==> src/rtl/layer_load_sequencer.sv <==
// Host-side loader for the partitioned multi-layer buffer: takes a load command,
// streams beats into registered buffer writes, checks length/bounds, tracks loaded layers.
module layer_load_sequencer #(
    parameter int NUM_LAYERS = 8,
    parameter int ADDR_WIDTH = 16,
    parameter int DATA_WIDTH = 32,
    localparam int LID_W = (NUM_LAYERS > 1) ? $clog2(NUM_LAYERS) : 1,
    localparam int LEN_W = ADDR_WIDTH - 2
) (
    input  logic                  clk,
    input  logic                  rst_n,
    input  logic                  cmd_valid,
    output logic                  cmd_ready,
    input  logic [LID_W-1:0]      cmd_layer,
    input  logic [ADDR_WIDTH-1:0] cmd_offset,
    input  logic [LEN_W-1:0]      cmd_len,
    input  logic                  s_valid,
    output logic                  s_ready,
    input  logic [DATA_WIDTH-1:0] s_data,
    input  logic                  s_last,
    output logic                  wr_en,
    output logic [LID_W-1:0]      wr_layer,
    output logic [ADDR_WIDTH-1:0] wr_addr,
    output logic [DATA_WIDTH-1:0] wr_data,
    output logic                  done,
    output logic [1:0]            err_code,
    output logic                  busy,
    input  logic                  inval_en,
    input  logic [LID_W-1:0]      inval_layer,
    output logic [NUM_LAYERS-1:0] layer_loaded
);

    localparam int LAYER_WORDS = 2 ** (ADDR_WIDTH - 3);
    // Wider than both operands so offset+len can never wrap.
    localparam int SUM_W = ADDR_WIDTH + 2;

    localparam logic [1:0] ERR_OK     = 2'd0;
    localparam logic [1:0] ERR_BOUNDS = 2'd1;
    localparam logic [1:0] ERR_SHORT  = 2'd2;
    localparam logic [1:0] ERR_LONG   = 2'd3;

    typedef enum logic [1:0] {IDLE, STREAM, DRAIN, RESP} state_t;

    state_t                 state_reg, state_next;
    logic [1:0]             err_pend_reg, err_next;
    logic [1:0]             err_code_reg;
    logic [LID_W-1:0]       layer_reg;
    logic [ADDR_WIDTH-1:0]  addr_ptr_reg;
    logic [LEN_W-1:0]       remaining_reg;
    logic                   wr_en_reg;
    logic [LID_W-1:0]       wr_layer_reg;
    logic [ADDR_WIDTH-1:0]  wr_addr_reg;
    logic [DATA_WIDTH-1:0]  wr_data_reg;
    logic [NUM_LAYERS-1:0]  loaded_reg, loaded_next;

    logic                   cmd_accept;
    logic                   stream_beat;
    logic                   cmd_bad;
    logic [SUM_W-1:0]       end_sum;

    assign cmd_ready   = (state_reg == IDLE);
    assign s_ready     = (state_reg == STREAM) || (state_reg == DRAIN);
    assign busy        = (state_reg != IDLE);
    assign done        = (state_reg == RESP);
    assign cmd_accept  = cmd_valid && cmd_ready;
    assign stream_beat = s_valid && (state_reg == STREAM);

    assign end_sum = SUM_W'(cmd_offset) + SUM_W'(cmd_len);
    assign cmd_bad = (cmd_len == '0) || (int'(cmd_layer) >= NUM_LAYERS)
                   || (end_sum > SUM_W'(LAYER_WORDS));

    always_comb begin
        state_next = state_reg;
        err_next   = err_pend_reg;
        case (state_reg)
            IDLE: begin
                if (cmd_accept) begin
                    state_next = cmd_bad ? DRAIN : STREAM;
                    err_next   = cmd_bad ? ERR_BOUNDS : ERR_OK;
                end
            end
            STREAM: begin
                if (s_valid) begin
                    if (remaining_reg == LEN_W'(1)) begin
                        state_next = s_last ? RESP : DRAIN;
                        err_next   = s_last ? ERR_OK : ERR_LONG;
                    end else if (s_last) begin
                        state_next = RESP;
                        err_next   = ERR_SHORT;
                    end
                end
            end
            DRAIN: begin
                if (s_valid && s_last) begin
                    state_next = RESP;
                end
            end
            RESP: state_next = IDLE;
            default: state_next = IDLE;
        endcase
    end

    // Invalidate and command-accept clears take priority over the RESP set.
    for (genvar gi = 0; gi < NUM_LAYERS; gi++) begin : g_loaded
        always_comb begin
            loaded_next[gi] = loaded_reg[gi];
            if ((inval_en && inval_layer == LID_W'(gi)) ||
                (cmd_accept && cmd_layer == LID_W'(gi))) begin
                loaded_next[gi] = 1'b0;
            end else if (state_reg == RESP && err_pend_reg == ERR_OK &&
                         layer_reg == LID_W'(gi)) begin
                loaded_next[gi] = 1'b1;
            end
        end
    end

    always_ff @(posedge clk) begin
        if (!rst_n) begin
            state_reg     <= IDLE;
            err_pend_reg  <= ERR_OK;
            err_code_reg  <= ERR_OK;
            layer_reg     <= '0;
            addr_ptr_reg  <= '0;
            remaining_reg <= '0;
            wr_en_reg     <= 1'b0;
            wr_layer_reg  <= '0;
            wr_addr_reg   <= '0;
            wr_data_reg   <= '0;
            loaded_reg    <= '0;
        end else begin
            state_reg    <= state_next;
            err_pend_reg <= err_next;
            loaded_reg   <= loaded_next;
            wr_en_reg    <= stream_beat;
            if (cmd_accept) begin
                layer_reg     <= cmd_layer;
                addr_ptr_reg  <= cmd_offset;
                remaining_reg <= cmd_len;
            end
            if (stream_beat) begin
                wr_layer_reg  <= layer_reg;
                wr_addr_reg   <= addr_ptr_reg;
                wr_data_reg   <= s_data;
                addr_ptr_reg  <= addr_ptr_reg + ADDR_WIDTH'(1);
                remaining_reg <= remaining_reg - LEN_W'(1);
            end
            // err_code only changes as done rises, so it holds between completions.
            if (state_next == RESP) begin
                err_code_reg <= err_next;
            end
        end
    end

    assign wr_en        = wr_en_reg;
    assign wr_layer     = wr_layer_reg;
    assign wr_addr      = wr_addr_reg;
    assign wr_data      = wr_data_reg;
    assign err_code     = err_code_reg;
    assign layer_loaded = loaded_reg;

endmodule
==> config.mk <==
export PLATFORM = sky130hd
export DESIGN_NAME = layer_load_sequencer
export DESIGN_NICKNAME = d
export VERILOG_FILES = /design/src/rtl/layer_load_sequencer.sv
export SDC_FILE = /design/constraint.sdc
export NUM_CORES = 1
export LEC_CHECK = 0
export ABC_AREA = 1
export CAP_MARGIN = 30
export CORE_MARGIN = 3
export CORE_UTILIZATION = 58
export CTS_BUF_LIST = sky130_fd_sc_hd__clkbuf_16
export CTS_CLUSTER_DIAMETER = 120
export DETAILED_ROUTE_END_ITERATION = 8
export DONT_BUFFER_PORTS = 1
export GPL_TIMING_DRIVEN = 0
export PLACE_DENSITY_LB_ADDON = 0.05
export RECOVER_POWER = 100
export SYNTH_ARGS = -nofsm -noshare
export SYNTH_HDL_FRONTEND = slang
export SYNTH_SLANG_ARGS = --single-unit
==> constraint.sdc <==
create_clock -name clk -period 2.9 [get_ports clk]
set_input_delay 0.87 -clock clk [delete_from_list [all_inputs] [get_ports clk]]
set_output_delay 0.87 -clock clk [all_outputs]
set_load 0.01 [all_outputs]
==> qor.yml <==
place.gp.congestion: 0.963
core_area_um2: 8890
routedWlPerCell_um: 16.4
die_area_um2: 10600
dr_wl_met3_um: 1500
final_max_slew_viol_count: 0
switching_share_pct: 32.5
cts_tree: "done"
drt-met1-wl_um: 6350
die_y_um: 103
ys.flop_type: "dfxtp_1"
wirelength_um: 15300
largest_reg_flops: 32
syn_area_um2: 5430
first_iter_violations: 398
grt_max_degree: 20
first_pass_iters: 5
hold_class: "register to register"
ys.warnings.count: 0
p_leak_uw: 0.00255
maxCapViolations: 0
slew_headroom_pct: 54.3
ys_top_cells_by_area: "dfxtp_1 (37%), nor2_1 (11%), nand2_1 (9.3%)"
track_usage_pct: 28.1
synth-seq-cells: 99
whs_ns: 0.484
yosysSeqAreaShare_pct: 36.5
cts_made_buffers: 9
top_layer: "met4"
path_class: "input port to register"
fmax_ghz: 0.365
vdd_drop_max_mv: 0.390
post-route-period-util_pct: 94.5
worst_slew_pin_slew_ns: 0.686
fin_crit_ns: 2.74
grt_pass1_wl_um: 23500
crit_fanout: 4
fin_skew_ns: 0.00827
clockBufferDepth: 2
drive_gt1_share_pct: 5.48
htreeDepth: 3
dp_hpwl_um: 11700
drcViolationCount: 0
gr-total-overflow: 0
power_switching_uw: 1090
avgSynthCellArea_um2: 6.74
chipWidth_um: 103
grt_antenna_before_repair: 0
power_density_nw_per_um2: 574
areaGrowthSynthToFinish_pct: 7.95
setup_viol_count_final: 0
diodes: 0
yosysUniqueCellTypes: 43
synth_top_area_cell: "dfxtp_1"
vias: 5416
route.met2.wl_um: 7090
arrival_ns: 2.99
synth_top_cell_area_share_pct: 36.5
start_util_pct: 61.0
fin_nets: 912
finalSetupTns_ns: 0
clockPowerShare_pct: 35.3
p_int_uw: 2270
path_clk_slew_ns: 0.08
p_seq_share_pct: 45.1
cp-start-kind: "input port"
status: "completed"
syn_inst: 805
ant_nets: 0
endpoint_kind: "register"
final_cell_area_um2: 5860
syn_nets: 901
p_comb_share_pct: 19.6
grt_pass1_vias: 4954
hold_viol_final: 0
grt_setup_unrepaired: "no"
cts_sinks: 99
synth_edf_count: 0
cts_root_buffer: "clkbuf_16"
worst_ep_required_time_ns: 3.14
num_rows: 34
io_buffers: 0
viasPerCell: 5.83
clock_latency_ns: 0.34
ios: 140
dpl_cell_area_um2: 5560
async_flop_share_pct: 0
## synthesized netlist by cell type, types with 2 or more instances
cell type and number:
nor2_1 159, nand2_1 134, dfxtp_1 99, inv_1 85, o21ai_0 72, a21oi_1 44, nand3_1 44, clkbuf_1 23
ha_1 21, nor3_1 13, nand2_2 12, a211oi_1 9, a31oi_1 7, o22ai_1 7, a2111oi_0 6, nand4_1 6
nor4_1 6, buf_1 5, o211ai_1 5, o31ai_1 5, xnor2_1 4, a221oi_1 3, inv_2 3, nand3_2 3
nand3b_1 3, nor2_2 3, nor3_2 3, xor2_1 3, a311oi_1 2, clkinv_1 2, o221ai_1 2
## final timing paths
kind | startpoint | end | slack, ns | cells past startpoint
worst max-delay path | cmd_offset[0] | err_code[1] | 0.16 | 17
worst min-delay path | addr_ptr_reg[15] | wr_addr[15] | 0.48 | 2
worst max register to register | state_reg[1] | addr_ptr_reg[10] | 0.31 | 10
worst min register to register | addr_ptr_reg[15] | wr_addr[15] | 0.48 | 2
## layer usage
metal	vias to the layer above	track usage [%]
met5	-	0
met1	2469	35.8
met4	0	8.86
met3	32	5.68
li1	2689	-
met2	226	47.8
## cell type report
cell class | count | area, um^2
tap | 108 | 135
clock inverter | 7 | 65.1
fill | 849 | 3030
inverter | 90 | 338
clock buffer | 9 | 225
buffer | 29 | 116
multi-input combinational | 587 | 3000
sequential | 99 | 1980
## cell usage in the layout, fill, tap and decap left out, types with 3 or more instances in the layout
| cell type | n |
|---|---|
| nor2_1 | 159 |
| ha_1 | 21 |
| xnor2_1 | 4 |
| o21ai_0 | 72 |
| a2111oi_0 | 6 |
| nand2_1 | 133 |
| a211oi_1 | 9 |
| nand3_1 | 44 |
| a21oi_1 | 43 |
| nor4_1 | 6 |
| clkbuf_16 | 9 |
| o22ai_1 | 7 |
| a31oi_1 | 7 |
| nand3_2 | 3 |
| a221oi_1 | 3 |
| nand2_2 | 12 |
| dfxtp_1 | 99 |
| nand4_1 | 6 |
| nor3_1 | 14 |
| inv_1 | 86 |
| inv_6 | 3 |
| clkbuf_1 | 28 |
| xor2_1 | 3 |
| nand3b_1 | 3 |
| o31ai_1 | 5 |
| nor2_2 | 3 |
| o211ai_1 | 5 |
## cell families (layout without fill, tap and decap cells)
group	Yosys count	in the layout	share of synthesized area [%]
AND/OR/NAND/NOR	390	390	30.8
flip-flops	99	99	36.5
XOR/XNOR	7	7	1.13
AO/OA/AOI/OAI	168	168	18.0
buffers and inverters	119	135	8.37
adder cells (fa/ha/maj)	22	22	5.21
## power by group through the flow
stage	Combinational, uW	Sequential (uW)	Clock [uW]
6_report	658	1520	1190
5_1_grt	746	1530	1250
2_1_floorplan	509	1530	0
3_3_place_gp	626	1550	0
4_1_cts	646	1520	1210
3_5_place_dp	643	1550	0
## worst max-delay path, cell delays in order
cell and delay (ns):
ha_1 0.21, fa_1 0.42, or2_2 0.29, nor2_1 0.10, nand3_1 0.10, nor2_1 0.11, nand3_1 0.10, nor2_1 0.12
nand3_1 0.09, nand2_2 0.08, nand2_4 0.07, nand2_2 0.07, nand2_2 0.06, nand2_2 0.09, nand3_1 0.07, nand2_1 0.08
nor2_1 0.04
## metrics by stage
stage	cells	power (uW)	setup WS [ns]	utilization, %
after floorplan	805	2040	0.0672	-
after global placement	913	2170	-0.215	62.6
after detailed placement	913	2190	-0.217	62.6
after CTS	929	3370	0.142	65.8
after global routing	929	3530	0.00425	65.9
final	929	3370	0.159	65.9
## repair_timing
item                                    CTS  global route
endpoints found under the setup margin    0             2
hold buffers                              0             0
resized for setup                         0             3
buffers inserted                          0             0
(Power assumes the default switching activity.)
